[src/rtl/sseg_scan_if.sv]
// Display-side bundle for sseg_scan_driver: value/strobe/enable inputs plus
// the cathode, anode and frame-tick outputs that drive the display.
interface sseg_scan_if;
  logic [15:0] data_in;
  logic        load;
  logic [3:0]  dp_in;
  logic [3:0]  digit_en;
  logic [6:0]  state_reg;
  logic        dp_n;
  logic [3:0]  Anode_Activate;
  logic        frame_tick;

  modport master (
    output data_in, load, dp_in, digit_en,
    input  state_reg, dp_n, Anode_Activate, frame_tick
  );

  modport slave (
    input  data_in, load, dp_in, digit_en,
    output state_reg, dp_n, Anode_Activate, frame_tick
  );
endinterface

[src/rtl/sseg_scan_driver.sv]
// Time-multiplexed 4-digit common-anode 7-segment driver with per-slot blanking
// and frame-synchronous data update. Define SSEG_LZ_SUPPRESS_EN for leading-zero suppression.
module sseg_scan_driver #(
  parameter int REFRESH_DIV  = 100000,
  parameter int BLANK_CYCLES = 2000
) (
  input  logic       clk,
  input  logic       RST,
  sseg_scan_if.slave bus
);

  localparam int CNT_W = (REFRESH_DIV > 1) ? $clog2(REFRESH_DIV) : 1;

  typedef enum logic {BLANK, SHOW} scan_state_t;

  scan_state_t      state, state_nxt;
  logic [CNT_W-1:0] slot_cnt, slot_nxt;
  logic [1:0]       dig_idx, dig_nxt;
  logic             slot_wrap, frame_start;
  logic [15:0]      pend_data, pend_data_nxt, act_data, act_data_nxt;
  logic [3:0]       pend_dp, pend_dp_nxt, act_dp, act_dp_nxt;
  logic [3:0]       nib;
  logic             lz_blank;

  function automatic logic [6:0] seg_decode(input logic [3:0] v);
    logic [6:0] s;
    case (v)
      4'h0: s = 7'b0000001;
      4'h1: s = 7'b1001111;
      4'h2: s = 7'b0010010;
      4'h3: s = 7'b0000110;
      4'h4: s = 7'b1001100;
      4'h5: s = 7'b0100100;
      4'h6: s = 7'b0100000;
      4'h7: s = 7'b0001111;
      4'h8: s = 7'b0000000;
      4'h9: s = 7'b0000100;
      4'hA: s = 7'b0001000;
      4'hB: s = 7'b1100000;
      4'hC: s = 7'b0110001;
      4'hD: s = 7'b1000010;
      4'hE: s = 7'b0110000;
      default: s = 7'b0111000;
    endcase
    return s;
  endfunction

  // Outputs are built from next-cycle values so they agree with the state registers.
  always_comb begin
    slot_wrap   = (slot_cnt == CNT_W'(REFRESH_DIV - 1));
    slot_nxt    = slot_wrap ? '0 : slot_cnt + CNT_W'(1);
    dig_nxt     = slot_wrap ? dig_idx + 2'd1 : dig_idx;
    frame_start = slot_wrap && (dig_idx == 2'd3);

    pend_data_nxt = bus.load ? bus.data_in : pend_data;
    pend_dp_nxt   = bus.load ? bus.dp_in   : pend_dp;
    act_data_nxt  = frame_start ? pend_data_nxt : act_data;
    act_dp_nxt    = frame_start ? pend_dp_nxt   : act_dp;
    nib           = act_data_nxt[{dig_nxt, 2'b00} +: 4];

    state_nxt = state;
    case (state)
      BLANK: if (slot_nxt >= CNT_W'(BLANK_CYCLES)) state_nxt = SHOW;
      SHOW:  if (slot_wrap && (BLANK_CYCLES != 0)) state_nxt = BLANK;
      default: state_nxt = BLANK;
    endcase
  end

`ifdef SSEG_LZ_SUPPRESS_EN
  always_comb begin
    case (dig_nxt)
      2'd3:    lz_blank = (act_data_nxt[15:12] == 4'h0);
      2'd2:    lz_blank = (act_data_nxt[15:8]  == 8'h0);
      2'd1:    lz_blank = (act_data_nxt[15:4]  == 12'h0);
      default: lz_blank = 1'b0;
    endcase
  end
`else
  assign lz_blank = 1'b0;
`endif

  always_ff @(posedge clk) begin
    if (RST) begin
      slot_cnt           <= '0;
      dig_idx            <= '0;
      state              <= BLANK;
      pend_data          <= '0;
      pend_dp            <= '0;
      act_data           <= '0;
      act_dp             <= '0;
      bus.Anode_Activate <= 4'b1111;
      bus.state_reg      <= 7'b1111111;
      bus.dp_n           <= 1'b1;
      bus.frame_tick     <= 1'b0;
    end else begin
      slot_cnt       <= slot_nxt;
      dig_idx        <= dig_nxt;
      state          <= state_nxt;
      pend_data      <= pend_data_nxt;
      pend_dp        <= pend_dp_nxt;
      act_data       <= act_data_nxt;
      act_dp         <= act_dp_nxt;
      bus.frame_tick <= frame_start;
      // A disabled digit keeps its cathodes driven; only the anode stays off.
      if ((state_nxt == SHOW) && !lz_blank) begin
        bus.state_reg      <= seg_decode(nib);
        bus.dp_n           <= ~act_dp_nxt[dig_nxt];
        bus.Anode_Activate <= bus.digit_en[dig_nxt] ? ~(4'b0001 << dig_nxt) : 4'b1111;
      end else begin
        bus.state_reg      <= 7'b1111111;
        bus.dp_n           <= 1'b1;
        bus.Anode_Activate <= 4'b1111;
      end
    end
  end

endmodule

[src/flat_wrapper.sv]
// flat-port wrapper written by rule: the top's interface ports become plain ports
module sseg_scan_driver_flat 
#(
  parameter int REFRESH_DIV  = 100000,
  parameter int BLANK_CYCLES = 2000
)
  (clk, RST, bus_data_in, bus_load, bus_dp_in, bus_digit_en, bus_state_reg, bus_dp_n, bus_Anode_Activate, bus_frame_tick);
  sseg_scan_if bus_i ();
  input  logic clk;
  input  logic RST;
  input wire logic [$bits(bus_i.data_in)-1:0] bus_data_in;
  input wire logic [$bits(bus_i.load)-1:0] bus_load;
  input wire logic [$bits(bus_i.dp_in)-1:0] bus_dp_in;
  input wire logic [$bits(bus_i.digit_en)-1:0] bus_digit_en;
  output wire logic [$bits(bus_i.state_reg)-1:0] bus_state_reg;
  output wire logic [$bits(bus_i.dp_n)-1:0] bus_dp_n;
  output wire logic [$bits(bus_i.Anode_Activate)-1:0] bus_Anode_Activate;
  output wire logic [$bits(bus_i.frame_tick)-1:0] bus_frame_tick;
  assign bus_i.data_in = bus_data_in;
  assign bus_i.load = bus_load;
  assign bus_i.dp_in = bus_dp_in;
  assign bus_i.digit_en = bus_digit_en;
  assign bus_state_reg = bus_i.state_reg;
  assign bus_dp_n = bus_i.dp_n;
  assign bus_Anode_Activate = bus_i.Anode_Activate;
  assign bus_frame_tick = bus_i.frame_tick;
  sseg_scan_driver #(.REFRESH_DIV(REFRESH_DIV), .BLANK_CYCLES(BLANK_CYCLES)) u_core (.clk(clk), .RST(RST), .bus(bus_i));
endmodule
[config.mk]
export PLATFORM = sky130hd
export DESIGN_NAME = sseg_scan_driver_flat
export DESIGN_NICKNAME = d
export VERILOG_FILES = /design/src/rtl/sseg_scan_if.sv /design/src/rtl/sseg_scan_driver.sv /design/src/flat_wrapper.sv
export SDC_FILE = /design/constraint.sdc
export NUM_CORES = 1
export LEC_CHECK = 0
export CAP_MARGIN = 25
export CORE_ASPECT_RATIO = 1.2
export CORE_MARGIN = 3
export CORE_UTILIZATION = 58
export CTS_BUF_LIST = sky130_fd_sc_hd__clkbuf_8
export DETAILED_ROUTE_END_ITERATION = 16
export MAX_ROUTING_LAYER = met4
export PLACE_DENSITY = 0.82
export SLEW_MARGIN = 25
export SYNTH_ARGS = -nofsm -noshare
export SYNTH_HDL_FRONTEND = slang
export SYNTH_SLANG_ARGS = --single-unit
[constraint.sdc]
create_clock -name clk -period 3.7 [get_ports clk]
set_clock_uncertainty 0.05 [all_clocks]
set_input_delay 0.925 -clock clk [delete_from_list [all_inputs] [get_ports clk]]
set_output_delay 0.925 -clock clk [all_outputs]
set_load 0.1 [all_outputs]
* Yosys cells after proc, flatten, opt, wreduce, memory -nomap -nowiden *
Memory sizes are Yosys's and may differ from the RTL's. A register that Yosys moved wholly into a read port is not among the register bits.
Index checks and enable logic that the tools add are counted.
W data, S select, Z words.

cells by class
  eq/ne operators = 2
  muxes and demuxes = 13
  $mul = 0
  shift operators = 2
  magnitude comparators = 2
  bitwise gates (word level) = 5
  div/mod/pow operators = 0
  add/sub/neg operators = 2
  reductions and logical operators = 3

operators with widths
  kind                     number
  $mux W16                 2
  $add A17 B1 Y17 const B  1
  $eq A17 B17 Y1 const B   1
  $ge A17 B11 Y1 const B   1
  $mux W17                 1
  $shiftx A16 B5 Y4        1
  $mux W4                  2
  $bmux W1 S2              2
  $mux W1                  4
  $not A1 Y1               4
  $not A4 Y4               1
  $shl A1 B2 Y4 const A    1
  $lt A2 B3 Y1 const B     1
  $reduce_or A3 Y1         1
  $add A2 B1 Y2 const B    1
  $eq A2 B2 Y1 const B     1
  $mux W2                  1
  $pmux W1 S2              1
  $reduce_or A2 Y1         1
  $logic_and A1 B1 Y1      1

word-level totals
  latch bits = 0
  memories = 1
  word-level logic and storage cells = 40
  input port bits = 27
  output and inout bits = 13
  flip-flop bits (word level) = 66
  RAM bits = 0
  ROM bits = 112

memories
  memory           words  width  rd ports  clocked after memory_dff  write ports  RTL line                source
  (no name shown)  16     7      1         1                         0            sseg_scan_driver.sv:27  case (v)

* Depth between registers and ports, before layout *
  word-level depth = 7
  mapped depth = 13
  mapped depth without buffers = 12

* Worst setup path after synthesis *
No wires, ideal clock.

  kind = input to register
  start = input bus_load
  end = register u_core.bus.state_reg[3]
  path slack = 0.334 ns
  path buffers = 2
  data required time = 3.523 ns
  data arrival time = 3.188 ns
  stages = 11
  cells stage by stage = buf_2 -> buf_2 -> mux2_2 -> mux2i_1 -> o22ai_1 -> nor2_1 -> inv_1 -> ha_1 -> nor2b_1 -> a2111oi_4 -> a31oi_1

on the way
  word-level cells in the longest chain between the ends = 3

ends and longest elaborated chain
  what               RTL line                source
  from (decl)        flat_wrapper.sv:12      input wire logic [$bits(bus_i.load)-1:0] bus_load;
  $mux W16           sseg_scan_driver.sv:55  pend_data_nxt = bus.load ? bus.data_in : pend_data;
  $mux W16           sseg_scan_driver.sv:57  act_data_nxt = frame_start ? pend_data_nxt : act_data;
  $shiftx A16 B5 Y4  sseg_scan_driver.sv:59  nib = act_data_nxt[{dig_nxt, 2'b00} +: 4];
  to (decl)          sseg_scan_if.sv:20      output state_reg, dp_n, Anode_Activate, frame_tick

No other way between the ends.
A chain may end at the register's enable or synchronous reset.

* Worst setup path after layout *
Ends and elaborated chain as after synthesis.

==> impl_metrics.ini <==
[floorplanning]
die_h_um = 90.11
die_area_um2 = 6857
die_w_um = 76.10
placementRows = 30
initial_utilization = 0.6033
fp.coreArea_um2 = 5668
ios = 40

[yosys]
synth_area_per_cell_um2 = 9.826
syn_inst = 348
synth_edf_count = 0
ys_seq_elements = 73
synthesis.nets = 382
synth_top_flop_cell = dfxtp_1
synth_top_area_cell = dfxtp_1
synth.distinct_cells = 65
yosysWarnings = 0
ys_seq_area_frac = 0.4274
async_reset_ff_frac = 0
synthTopCellsByArea = dfxtp_1 (43%), mux2i_1 (7.0%), nor2_1 (6.9%), mux2_2 (3.3%), xnor2_1 (3.1%)
synth_common_cells = dfxtp_1 (73), nor2_1 (63), mux2i_1 (24), nor2b_1 (14), a21oi_1 (13)
netlist_area_um2 = 3420
yosysMostFrequentCell = dfxtp_1
synth_top_area_frac = 0.4274

[status]
status = finished, final reports clean

[clock_network]
cts-root-buf = clkbuf_8
cts_tree = yes
cts_hold_buf = 0
clock_sinks = 73
clk_latency_ps = 340
path_clk_slew_ps = 70
post_cts_buffers = 0
numCtsBuffers = 9
htreeDepth = 3
post_cts_resize_count = 0
clock_path_buffers = 2

[place]
io_buffer_count = 39
hpwl_um = 4759
place_area_um2 = 3860
gp_congestion = 0.8712

[grt]
grtUsageTotal = 0.2046
grt_max_degree = 45
grt_pass1_wl_um = 11010
grt_pass1_vias = 2472
overflow = 0
antenna_found_initial = 0

[setup_path]
worstPathRequired_ps = 3860
arrival_ps = 3430
crit_type = input port to flip-flop
end_kind = flip-flop
cp_max_fo = 10
cp-start-kind = input port

[finish]
top_register = u_core.slot_cnt
reg_top3 = u_core.slot_cnt: 17 flops, u_core.act_data: 16 flops, u_core.pend_data: 16 flops
drive_gt1_frac = 0.1450
utilization = 0.7190
fin_area_um2 = 4075
fin_nets = 422
largest_reg_flops = 17
antennaDiodeCount = 0
fillCellCount = 416
syn2layout_area_growth_pct = 19.17

[route]
routed_wl_um = 6522
drt_first_pass_iters = 4
via_per_inst = 5.400
drc_errors = 0
num_vias = 2554
ant_nets = 0
wl_per_cell_um = 13.79
drt_iter0_markers = 127

[timing]
rsz0062_at_grt = no
whs_ps = 415.2
drv_slew = 0
maxSlewHeadroom = 0.3449
setup_violations = 0
fin_crit_sh = 0.8837
timing.fmax_mhz = 305.8
fin_tns_setup_ps = 0
final_hold_viol_count = 0
max_slew.worst_pin.slew_ps = 979.6
final.min_clock_period_ps = 3270

[pwr]
p_per_area_nw_per_um2 = 377.1
p_leak_uw = 0.001625
ir_drop_uv = 250.4

[run]
drv_cap = 0

[hold_path]
min_path_type = flip-flop to flip-flop
==> area by class of cell <==
type                       instances  area [um2]  share of cell area
multi-input combinational        245        1795              0.4406
timing repair buffer              49       465.4              0.1142
tap                               80       100.1             0.02456
clock inverter                     4       50.05             0.01228
clock buffer                      12       165.2             0.04053
inverter                          10       37.54            0.009211
sequential                        73        1461              0.3586
==> logic make-up (layout without fill, tap and decap cells) <==
logic type,Yosys count,in the layout,share of synthesized area
AO/OA/AOI/OAI,45,45,0.1039
XOR/XNOR,19,19,0.05086
adder cells (fa/ha/maj),7,7,0.02561
buffers and inverters,30,75,0.04757
flip-flops,73,73,0.4274
multiplexers,37,37,0.1207
AND/OR/NAND/NOR,137,137,0.2239
==> through the flow <==
step / cells / worst slack (ps) / total power, uW
after CTS: 473 / 408.2 / 1547
final: 473 / 430.4 / 1537
after global placement: 457 / 148.7 / 904.4
after detailed placement: 457 / 119.0 / 906.2
after global routing: 473 / 218.7 / 1589
after floorplan: 348 / 334.5 / 867.4
==> worst max-delay path: stages <==
cell and delay (ps):
clkdlybuf4s50_1 550, buf_4 210, mux2_2 350, mux2i_1 210, o22ai_1 130, nor2_1 150, inv_1 70, ha_1 250
nor2b_1 170, a2111oi_4 320, a31oi_1 70
==> placed cells by master (no fill, tap or decap), types with 2 or more instances in the layout <==
| cell type | Yosys | final |
|---|---|---|
| dfxtp_1 | 73 | 73 |
| nor2_1 | 63 | 63 |
| clkdlybuf4s50_1 | 0 | 39 |
| mux2i_1 | 24 | 24 |
| nor2b_1 | 14 | 14 |
| a21oi_1 | 13 | 13 |
| xnor2_1 | 12 | 12 |
| nand2_1 | 12 | 12 |
| nand3_1 | 12 | 12 |
| clkbuf_8 | 0 | 12 |
| inv_1 | 10 | 11 |
| mux2_2 | 10 | 10 |
| buf_4 | 1 | 10 |
| ha_1 | 7 | 7 |
| xor2_1 | 6 | 6 |
| a211oi_1 | 5 | 5 |
| and3_1 | 5 | 5 |
| o221ai_1 | 4 | 4 |
| nor3_1 | 4 | 4 |
| nand4_1 | 3 | 3 |
| a221o_1 | 3 | 3 |
| nor4b_4 | 2 | 2 |
| and4_4 | 2 | 2 |
| o22ai_1 | 2 | 2 |
| nor4_1 | 2 | 2 |
| o21ai_0 | 2 | 2 |
| a31oi_1 | 2 | 2 |
| o211ai_1 | 2 | 2 |
==> path summary, 6_finish.rpt <==
check | startpoint | to | slack (ps) | depth (start not counted)
hold / removal | u_core.slot_cnt[0] | u_core.slot_cnt[0] | 420 | 1
setup reg to reg | u_core.slot_cnt[0] | u_core.bus.state_reg[3] | 520 | 12
hold reg to reg | u_core.slot_cnt[0] | u_core.slot_cnt[0] | 420 | 1
setup / recovery | bus_load | u_core.bus.state_reg[3] | 430 | 11
==> power by group <==
part / switching [uW] / internal (uW)
sequential: 5.75 / 801
clock: 283 / 367
combinational: 33.5 / 47.3
total: 322 / 1210
==> metal layers <==
metal,vias to the layer above,part of all wire,track usage
met3,15,0.040,0.04509
met4,0,0.029,0.1073
met2,60,0.49,0.3469
met5,-,0,-
met1,1183,0.44,0.2244
li1,1296,-,-
(Power assumes the default switching activity.)
